$ cat config.mk
export PLATFORM = sky130hd
export DESIGN_NAME = la_capture_ctrl
export DESIGN_NICKNAME = d
export VERILOG_FILES = /design/src/rtl/la_pkg.sv /design/src/rtl/la_strobe_stretch.sv /design/src/rtl/la_capture_ctrl.sv
export SDC_FILE = /design/constraint.sdc
export NUM_CORES = 1
export LEC_CHECK = 0
export ABC_AREA = 1
export BUFFER_PORTS_ARGS = -buffer_cell sky130_fd_sc_hd__clkbuf_2
export CAP_MARGIN = 10
export CORE_MARGIN = 4
export CORE_UTILIZATION = 35
export CTS_CLUSTER_DIAMETER = 30
export DETAILED_ROUTE_END_ITERATION = 8
export HOLD_SLACK_MARGIN = 0.06
export SLEW_MARGIN = 5
export SYNTH_ARGS = -nofsm -noshare
export SYNTH_HDL_FRONTEND = slang
export SYNTH_SLANG_ARGS = --single-unit
$ cat constraint.sdc
create_clock -name i_clk -period 1.5 [get_ports i_clk]
set_input_delay 0.15 -clock i_clk [delete_from_list [all_inputs] [get_ports i_clk]]
set_output_delay 0.15 -clock i_clk [all_outputs]
set_load 0.02 [all_outputs]
$ cat src/rtl/la_pkg.sv
// Shared definitions for the logic-analyser capture path: FSM states, host
// command op codes, trigger mode codes and reset defaults for the trigger setup.
package la_pkg;

  typedef enum logic [2:0] {
    ST_IDLE      = 3'd0,
    ST_ARM       = 3'd1,
    ST_WAIT_TRIG = 3'd2,
    ST_CAPTURE   = 3'd3,
    ST_DONE      = 3'd4
  } la_state_e;

  typedef enum logic [1:0] {
    OP_ARM_SINGLE = 2'd0,
    OP_ARM_CONT   = 2'd1,
    OP_ABORT      = 2'd2,
    OP_RSVD       = 2'd3
  } la_op_e;

  typedef enum logic [2:0] {
    TRIG_LOW  = 3'd0,
    TRIG_HIGH = 3'd1,
    TRIG_POS  = 3'd2,
    TRIG_NEG  = 3'd3,
    TRIG_EDGE = 3'd4,
    TRIG_IMM  = 3'd5
  } la_trig_e;

  localparam logic [2:0] MODEL_RST   = TRIG_POS;
  localparam logic [7:0] CHANNEL_RST = 8'hFF;

  function automatic logic is_arm_op(input logic [1:0] op);
    return (op == OP_ARM_SINGLE) || (op == OP_ARM_CONT);
  endfunction

endpackage

$ cat src/rtl/la_strobe_stretch.sv
// Stretches a one-cycle start request into a P_VLD_HOLD-cycle strobe so the
// sample generator's CDC edge detector is guaranteed to see it.
module la_strobe_stretch
  import la_pkg::*;
#(
  parameter int P_VLD_HOLD = 4
) (
  input  logic i_clk,
  input  logic i_rst,
  input  logic i_start,
  input  logic i_clr,
  output logic o_vld,
  output logic o_last
);

  localparam int CW = $clog2(P_VLD_HOLD + 1);

  logic          vld_r;
  logic [CW-1:0] cnt_r;

  // Strobe level and remaining-cycle counter; clear wins over start.
  always_ff @(posedge i_clk or posedge i_rst) begin
    if (i_rst) begin
      vld_r <= 1'b0;
      cnt_r <= {CW{1'b0}};
    end else if (i_clr) begin
      vld_r <= 1'b0;
      cnt_r <= {CW{1'b0}};
    end else if (i_start) begin
      vld_r <= 1'b1;
      cnt_r <= CW'(P_VLD_HOLD - 1);
    end else if (vld_r) begin
      if (cnt_r == {CW{1'b0}}) begin
        vld_r <= 1'b0;
      end else begin
        cnt_r <= cnt_r - {{(CW-1){1'b0}}, 1'b1};
      end
    end
  end

  assign o_vld  = vld_r;
  assign o_last = vld_r && (cnt_r == {CW{1'b0}});

endmodule

$ cat src/rtl/la_capture_ctrl.sv
// Capture sequencer: arms the sample generator, tracks trigger/capture/done,
// continuous re-arm and abort. Define CAPTURE_TIMEOUT_EN for the trigger timeout.
module la_capture_ctrl
  import la_pkg::*;
#(
  parameter int P_SEND_LEN = 1000,
  parameter int P_VLD_HOLD = 4,
  parameter int P_TIMEOUT  = 1000000
) (
  input  logic        i_clk,
  input  logic        i_rst,
  input  logic        i_cmd_vld,
  input  logic [1:0]  i_cmd_op,
  input  logic [2:0]  i_cmd_model,
  input  logic [7:0]  i_cmd_channel,
  output logic        o_cmd_rdy,
  output logic        o_sam_vld,
  output logic [2:0]  o_sam_trig_model,
  output logic [7:0]  o_sam_trig_channel,
  input  logic        i_sam_data_vld,
  input  logic        i_sam_data_last,
  input  logic        i_up_rdy,
  output logic        o_busy,
  output logic        o_done,
  output logic        o_len_err,
  output logic        o_timeout,
  output logic [15:0] o_frame_cnt
);

  localparam logic [12:0] SEND_LEN = 13'(P_SEND_LEN);

  la_state_e   state_r;
  logic        cont_r;
  logic        start_r;
  logic [12:0] beat_r;
  logic [2:0]  model_r;
  logic [7:0]  channel_r;
  logic        rdy_r;
  logic        busy_r;
  logic        done_r;
  logic        len_err_r;
  logic [15:0] frame_r;
  logic        abort_s;
  logic        arm_s;
  logic        strobe_last_s;
  logic [12:0] beat_inc_s;

  assign abort_s    = i_cmd_vld && (i_cmd_op == OP_ABORT);
  assign arm_s      = i_cmd_vld && is_arm_op(i_cmd_op);
  assign beat_inc_s = beat_r + {12'd0, i_sam_data_vld};

`ifdef CAPTURE_TIMEOUT_EN
  localparam logic [19:0] TO_LAST = 20'(P_TIMEOUT - 1);
  logic [19:0] to_cnt_r;
  logic        timeout_r;
`endif

  la_strobe_stretch #(.P_VLD_HOLD(P_VLD_HOLD)) u_stretch (
    .i_clk   (i_clk),
    .i_rst   (i_rst),
    .i_start (start_r),
    .i_clr   (abort_s),
    .o_vld   (o_sam_vld),
    .o_last  (strobe_last_s)
  );

  // Sequencer FSM with its counters and registered status outputs.
  always_ff @(posedge i_clk or posedge i_rst) begin
    if (i_rst) begin
      state_r   <= ST_IDLE;
      cont_r    <= 1'b0;
      start_r   <= 1'b0;
      beat_r    <= 13'd0;
      model_r   <= MODEL_RST;
      channel_r <= CHANNEL_RST;
      rdy_r     <= 1'b1;
      busy_r    <= 1'b0;
      done_r    <= 1'b0;
      len_err_r <= 1'b0;
      frame_r   <= 16'd0;
`ifdef CAPTURE_TIMEOUT_EN
      to_cnt_r  <= 20'd0;
      timeout_r <= 1'b0;
`endif
    end else begin
      start_r   <= 1'b0;
      done_r    <= 1'b0;
      len_err_r <= 1'b0;
`ifdef CAPTURE_TIMEOUT_EN
      timeout_r <= 1'b0;
`endif
      if (abort_s) begin
        state_r <= ST_IDLE;
        cont_r  <= 1'b0;
        rdy_r   <= 1'b1;
        busy_r  <= 1'b0;
      end else begin
        case (state_r)
          ST_IDLE: begin
            if (arm_s) begin
              model_r   <= i_cmd_model;
              channel_r <= i_cmd_channel;
              cont_r    <= (i_cmd_op == OP_ARM_CONT);
              frame_r   <= 16'd0;
              start_r   <= 1'b1;
              state_r   <= ST_ARM;
              rdy_r     <= 1'b0;
              busy_r    <= 1'b1;
            end
          end
          ST_ARM: begin
            if (strobe_last_s) begin
              state_r <= ST_WAIT_TRIG;
`ifdef CAPTURE_TIMEOUT_EN
              to_cnt_r <= 20'd0;
`endif
            end
          end
          ST_WAIT_TRIG: begin
            if (i_sam_data_vld) begin
              beat_r <= 13'd1;
              // A one-beat frame can carry last on its trigger beat.
              if (i_sam_data_last) begin
                state_r   <= ST_DONE;
                done_r    <= 1'b1;
                frame_r   <= frame_r + 16'd1;
                len_err_r <= (SEND_LEN != 13'd1);
              end else begin
                state_r <= ST_CAPTURE;
              end
            end
`ifdef CAPTURE_TIMEOUT_EN
            else if (to_cnt_r == TO_LAST) begin
              timeout_r <= 1'b1;
              state_r   <= ST_IDLE;
              cont_r    <= 1'b0;
              rdy_r     <= 1'b1;
              busy_r    <= 1'b0;
            end else begin
              to_cnt_r <= to_cnt_r + 20'd1;
            end
`endif
          end
          ST_CAPTURE: begin
            beat_r <= beat_inc_s;
            if (i_sam_data_last) begin
              state_r   <= ST_DONE;
              done_r    <= 1'b1;
              frame_r   <= frame_r + 16'd1;
              len_err_r <= (beat_inc_s != SEND_LEN);
            end
          end
          ST_DONE: begin
            if (cont_r && i_up_rdy) begin
              start_r <= 1'b1;
              state_r <= ST_ARM;
            end else if (!cont_r) begin
              state_r <= ST_IDLE;
              rdy_r   <= 1'b1;
              busy_r  <= 1'b0;
            end
          end
          default: begin
            state_r <= ST_IDLE;
            cont_r  <= 1'b0;
            rdy_r   <= 1'b1;
            busy_r  <= 1'b0;
          end
        endcase
      end
    end
  end

`ifdef CAPTURE_TIMEOUT_EN
  assign o_timeout = timeout_r;
`else
  if (P_TIMEOUT < 1) begin : g_bad_timeout
    $error("P_TIMEOUT must be positive");
  end
  assign o_timeout = 1'b0;
`endif

  assign o_cmd_rdy          = rdy_r;
  assign o_busy             = busy_r;
  assign o_done             = done_r;
  assign o_len_err          = len_err_r;
  assign o_frame_cnt        = frame_r;
  assign o_sam_trig_model   = model_r;
  assign o_sam_trig_channel = channel_r;

endmodule

==> results of run 1 <==
worst max path at each step:
stage | startpoint | endpoint | slack [ns] | cells past startpoint
after global routing | state_r[2] | o_frame_cnt[6] | -0.20 | 10
after global placement | beat_r[0] | o_len_err | -0.08 | 10
after floorplan | o_frame_cnt[0] | o_frame_cnt[12] | 0.005 | 7
after CTS | beat_r[0] | o_len_err | -0.03 | 10
after detailed placement | beat_r[0] | o_len_err | -0.1 | 10
final | state_r[1] | o_frame_cnt[6] | -0.10 | 10
cell usage in the layout (no fill, tap or decap), drive strengths merged, types with 3 or more instances in the layout:
| cell | n |
|---|---|
| nor2 | 39 |
| nor3 | 3 |
| nand2 | 107 |
| o22ai | 4 |
| nand4 | 14 |
| dfstp | 10 |
| clkbuf | 59 |
| o21ai | 30 |
| dfrtp | 43 |
| dlygate4sd3 | 3 |
| ha | 6 |
| inv | 46 |
| mux2 | 11 |
| xor2 | 5 |
| buf | 59 |
| a21oi | 7 |
| nand3 | 34 |
per-stage QoR:
step / utilization / worst slack (ns) / cells
after floorplan: - / 0.00483 / 374
after global placement: 0.442 / -0.0788 / 562
after detailed placement: 0.442 / -0.0984 / 562
after CTS: 0.459 / -0.0296 / 572
after global routing: 0.503 / -0.196 / 595
final: 0.503 / -0.100 / 595
sequential cells by signal, summed over array words and instances, names as in the netlist:
name                count
o_frame_cnt            16
o_busy                  1
cont_r                  1
o_done                  1
state_r                 3
o_cmd_rdy               1
u_stretch.o_vld         1
o_sam_trig_channel      8
o_sam_trig_model        3
start_r                 1
o_len_err               1
u_stretch.cnt_r         3
beat_r                 13
power by group:
group          internal (mW)  switching (mW)
clock                  0.329           0.462
sequential              1.87           0.265
combinational           1.55            1.75
per-layer routing:
metal / share of wire / up-vias / wire [um]
met2: 0.50 / 46 / 3820
met5: 0 / - / 0
met4: 0.012 / 0 / 89
li1: - / 1451 / -
met3: 0.041 / 6 / 311
met1: 0.45 / 1353 / 3460
cell type report:
class,count,area (um2),share of cell area
well taps,105,131,0.0313
clock buffers,7,76.3,0.0182
inverters,46,178,0.0423
flip-flops and latches,53,1340,0.320
multi-input cells,269,1630,0.389
clock inverters,1,5.00,0.00119
repair buffers,114,832,0.198
synth_stat cells, types with 5 or more instances:
library cell / instances / area, um2
nand2_1: 101 / 379
dfrtp_1: 43 / 1080
inv_1: 41 / 154
nor2_1: 35 / 131
nand3_1: 31 / 155
o21ai_0: 29 / 145
nand4_1: 14 / 87.6
dfstp_2: 10 / 263
ha_1: 6 / 75.1
mux2_2: 6 / 67.6
inv_2: 5 / 18.8
mux2_4: 5 / 75.1
xor2_1: 5 / 43.8
cell families after synthesis:
logic type	synth area share
and+or+nand+nor	0.305
buffers and inverters	0.0746
AOI/OAI and AO/OA	0.0895
xor gates and xnor gates	0.0173
other	0.00124
adders and majority gates	0.0247
muxes	0.0470
DFF	0.441
critical path, delay by kind of cell (launching register included):
kind	cells	cell delay (ns)
and+or+nand+nor	6	0.66
DFF	1	0.45
buffers and inverters	3	0.36
AOI/OAI and AO/OA	1	0.09
repair_timing:
item | 4_1_cts | 5_1_grt
gates resized for setup | 7 | 59
buffers inserted | 0 | 20
hold endpoints to repair | 44 | 1
hold buffers | 2 | 1
gates cloned | 0 | 3
pin swaps | 5 | 26
setup endpoints to repair | 3 | 25
==> results.sh, run 1 <==
export IMPL_io_buffers=50
export IMPL_drt_iter0_drc=133
export IMPL_coreArea_um2=8340
export IMPL_hold_path_class="input pin to flop"
export IMPL_violations="setup timing"
export IMPL_wirelength_mm=7.68
export IMPL_synth_flop_cell="dfrtp_1"
export IMPL_drtAntennaViolNets=0
export IMPL_tns_ns=-1.01
export IMPL_place_area_um2=3690
export IMPL_clock_latency_ns=0.31
export IMPL_critPathRequiredTime_ns=1.75
export IMPL_worst_r2r_cell_count=10
export IMPL_yosysWarningCount=0
export IMPL_end_kind="flop"
export IMPL_critical_path_slowest_cell="dfrtp_2"
export IMPL_yosysSeqAreaShare=0.441
export IMPL_crit_reg2reg_launch="state_r[1]"
export IMPL_clock_path_buffers=2
export IMPL_track_usage=0.144
export IMPL_grt_use_met1=0.189
export IMPL_crit_path_start_kind="flop"
export IMPL_fin_nets=514
export IMPL_die_h_um=101
export IMPL_final_area_um2=4200
export IMPL_async_flop_share=1.00
export IMPL_dpl_hpwl_mm=5.37
export IMPL_drv_slew=0
export IMPL_antenna_found_initial=0
export IMPL_netlist_cell_type_count=37
export IMPL_min_to="o_sam_trig_channel[0]"
export IMPL_worst_r2r_setup_slack_ns=-0.10
export IMPL_avgSynthCellArea_um2=8.12
export IMPL_total_power_mw=6.23
export IMPL_syn_inst=374
export IMPL_grt_busiest_layer="met2"
export IMPL_timing_fmax_mhz=625
export IMPL_max_cap_violations=0
export IMPL_grt_overflow=0
export IMPL_wl_per_cell_um=12.9
export IMPL_p_leak_nw=2.04
export IMPL_min_from="i_cmd_channel[0]"
export IMPL_grt_setup_unrepaired="true"
export IMPL_setup_viol=17
export IMPL_cts_root_buf="clkbuf_8"
export IMPL_synth_seq_cells=53
export IMPL_syn_nets=399
export IMPL_worst_r2r_endpoint="o_frame_cnt[6]"
export IMPL_die_w_um=101
export IMPL_diodes=0
export IMPL_status="finished, violations left"
export IMPL_initial_core_util=0.364
export IMPL_grt_use_met2=0.241
export IMPL_cpMostUsedCell="nand2_4"
export IMPL_path_cells="inv_2, nand2_4, nor2_4, nand2_4, nand2_4, nor3_4, buf_6, clkbuf_16, nand4_1, o21ai_1"
export IMPL_clkTransAtPathRegs_ns=0.10
export IMPL_ios=52
export IMPL_die_area_um2=10200
export IMPL_synth_edf_count=0
export IMPL_syn_to_final_growth_pct=38.3
export IMPL_worstPathMaxFanout=6
export IMPL_crit_arrival_ns=1.85
export IMPL_finalClockSkew_ns=0.0221
export IMPL_use_met3=0.0311
export IMPL_drc_errors=0
export IMPL_htreeDepth=2
export IMPL_cts_tree="yes"
export IMPL_min_period_ns=1.60
export IMPL_syn_area_um2=3040
export IMPL_grt_pass1_vias=2583
export IMPL_cts_sinks=53
export IMPL_fin_hold_ws_ns=0.0752
export IMPL_cts_made_buffers=5
export IMPL_setup_ws_ns=-0.100
export IMPL_final_period_utilization=1.07
export IMPL_peakVddDrop_uv=741
export IMPL_slowest_delay_ns=0.45
export IMPL_grt_first_pass_wirelength_mm=11.9
export IMPL_final_hold_violation_count=0
export IMPL_drive_gt1_frac=0.396
export IMPL_dr_pass1_iters=4
export IMPL_fillers=782
export IMPL_min_delay_path_depth=2
export IMPL_vias_per_cell=4.80
export IMPL_grt_start_max_net_pins=54
export IMPL_rows=33
export IMPL_p_per_area_nw_per_um2=1480
export IMPL_crit_type="flop to flop"
export IMPL_gp_congestion=0.811
export IMPL_via_count=2856
(Power assumes the default switching activity.)
==> inputs of run 2 (changes only) <==
- PLACE_DENSITY_LB_ADDON: default -> 0.12
- clock period: 1.5 -> 1.33 ns (I/O delays scaled with it)
==> run 2 against run 1 <==
- the flow still finishes with violations (setup timing)
- via count grew 5.5%
- count of clock-buffer cells in the layout shrank 2
- setup slack got worse by 0.14 ns
- critical path depth unchanged
- combinational power is 29% higher
- register-to-register slack worse by 0.14 ns
- power grew 22%
- worst hold slack better by 0.016 ns
- cell count increased by 4.2%
==> results.sh, run 2 (synthesis results as in run 1) <==
export IMPL_p_leak_nw=2.20
export IMPL_ios=52
export IMPL_die_w_um=101
export IMPL_worst_r2r_setup_slack_ns=-0.24
export IMPL_drt_iter0_drc=99
export IMPL_crit_type="flop to flop"
export IMPL_largest_reg_flops=16
export IMPL_peakVddDrop_uv=903
export IMPL_path_cells="ha_4, ha_4, nor2_4, nand3_2, nor2_1, nand3_1, nor2_1, nand2_1, nor2_1, nor2_1"
export IMPL_clock_path_buffers=2
export IMPL_cts_sinks=53
export IMPL_worst_r2r_endpoint="o_len_err"
export IMPL_p_per_area_nw_per_um2=1630
export IMPL_via_count=3014
export IMPL_vias_per_cell=4.86
export IMPL_end_kind="flop"
export IMPL_cp_top_family="simple AND/OR/NAND/NOR gates"
export IMPL_cts_tree="yes"
export IMPL_htreeDepth=2
export IMPL_final_hold_violation_count=0
export IMPL_cts_root_buf="clkbuf_8"
export IMPL_initial_core_util=0.364
export IMPL_min_to="cont_r"
export IMPL_worstPathMaxFanout=4
export IMPL_critPathRequiredTime_ns=1.54
export IMPL_io_buffers=50
export IMPL_max_cap_violations=0
export IMPL_drive_gt1_frac=0.483
export IMPL_fin_nets=539
export IMPL_dpl_hpwl_mm=5.59
export IMPL_crit_path_start_kind="flop"
export IMPL_timing_fmax_mhz=635
export IMPL_grt_overflow=0
export IMPL_critical_path_slowest_cell="dfrtp_1"
export IMPL_wl_per_cell_um=13.2
export IMPL_coreArea_um2=8340
export IMPL_syn_to_final_growth_pct=53.9
export IMPL_crit_arrival_ns=1.78
export IMPL_fillers=790
export IMPL_dp_cells=584
export IMPL_drtAntennaViolNets=0
export IMPL_die_area_um2=10200
export IMPL_violations="setup timing"
export IMPL_setup_ws_ns=-0.244
export IMPL_final_period_utilization=1.18
export IMPL_drv_slew=0
export IMPL_crit_buf_inv=0
export IMPL_multi_input_area_um2=1830
export IMPL_gp_congestion=0.791
export IMPL_setup_viol=47
export IMPL_status="finished, violations left"
export IMPL_drc_errors=0
export IMPL_clkTransAtPathRegs_ns=0.10
export IMPL_cpMostUsedCell="nor2_1"
export IMPL_slowest_delay_ns=0.42
export IMPL_rows=33
export IMPL_dp_worst_setup_slack_ns=-0.232
export IMPL_dr_pass1_iters=4
export IMPL_layout_commonest_cell="nand2_1"
export IMPL_ff_latch_area_um2=1350
export IMPL_min_from="i_cmd_op[0]"
export IMPL_post_route_util=0.560
export IMPL_worst_r2r_cell_count=10
export IMPL_min_delay_path_depth=3
export IMPL_min_period_ns=1.57
export IMPL_antenna_found_initial=0
export IMPL_die_h_um=101
export IMPL_crit_reg2reg_launch="beat_r[0]"
export IMPL_diodes=0
export IMPL_grt_pass1_vias=3026
export IMPL_grt_first_pass_wirelength_mm=13.8
export IMPL_grt_setup_unrepaired="true"
export IMPL_track_usage=0.167
export IMPL_wirelength_mm=8.18
export IMPL_tns_ns=-5.59
export IMPL_finalClockSkew_ns=0.00771
export IMPL_total_power_mw=7.61
export IMPL_fin_cells=620
export IMPL_hold_path_class="input pin to flop"
export IMPL_clock_latency_ns=0.31
export IMPL_mostFrequentLayoutCells="nand2_1 (81), buf_4 (55), clkbuf_2 (50)"
export IMPL_grt_start_max_net_pins=54
export IMPL_cts_made_buffers=5
run 2: changes by cell type in the layout (fill, tap and decap cells not counted), moves of 4 or more:
cell           delta
buf_4             +7
buf_8             +4
dfrtp_1           -4
dfrtp_2           +4
dlygate4sd3_1    +10
nand2_1          -15
nand2_2          +12
nand3_1           -5
o21ai_0           -5
run 2: worst max path at each step:
stage	from	slack [ns]	to	cells past startpoint
6_report	beat_r[0]	-0.24	o_len_err	10
5_1_grt	beat_r[0]	-0.33	o_len_err	11
4_1_cts	beat_r[0]	-0.22	o_len_err	10
3_5_place_dp	beat_r[0]	-0.23	o_len_err	10
3_3_place_gp	beat_r[0]	-0.22	o_len_err	10
2_1_floorplan	state_r[1]	-0.11	o_sam_trig_channel[0]	6
run 2: worst min-delay path: stages:
cell	delay, ns
clkbuf_2	0.10
nand3_1	0.07
o21ai_1	0.06
run 2: what timing repair did:
action,4_1_cts,5_1_grt
setup buffers,10,4
pin swaps,18,18
hold endpoints to repair,55,0
endpoints found under the setup margin,47,51
cloned,3,0
gates resized for setup,78,40
hold buffers,13,0
run 2: layout make-up:
cell class / instances / area share
inverter: 46 / 0.0410
sequential: 53 / 0.288
tap: 105 / 0.0281
timing repair buffer: 138 / 0.232
multi-input combinational: 270 / 0.391
clock inverter: 3 / 0.00482
clock buffer: 5 / 0.0147
run 2: power by group:
| part | leakage, nW | switching [mW] | total [mW] | internal [mW] |
|---|---|---|---|---|
| clock network | 0.0481 | 0.575 | 0.951 | 0.376 |
| registers | 0.675 | 0.297 | 2.41 | 2.11 |
| logic | 1.48 | 2.22 | 4.25 | 2.03 |
run 2: routing by layer:
metal,share of wire,GRT usage
met2,0.49,0.286
met1,0.45,0.215
met4,0.015,0.0450
met5,0,0
met3,0.041,0.0332
run 2: through the flow:
stage / hold WS [ns] / cell area, um2
floorplan: 0.191 / 3120
global placement: 0.224 / 3950
detailed placement: 0.230 / 3950
CTS: 0.0857 / 4510
global route: 0.102 / 4670
finish: 0.0917 / 4670
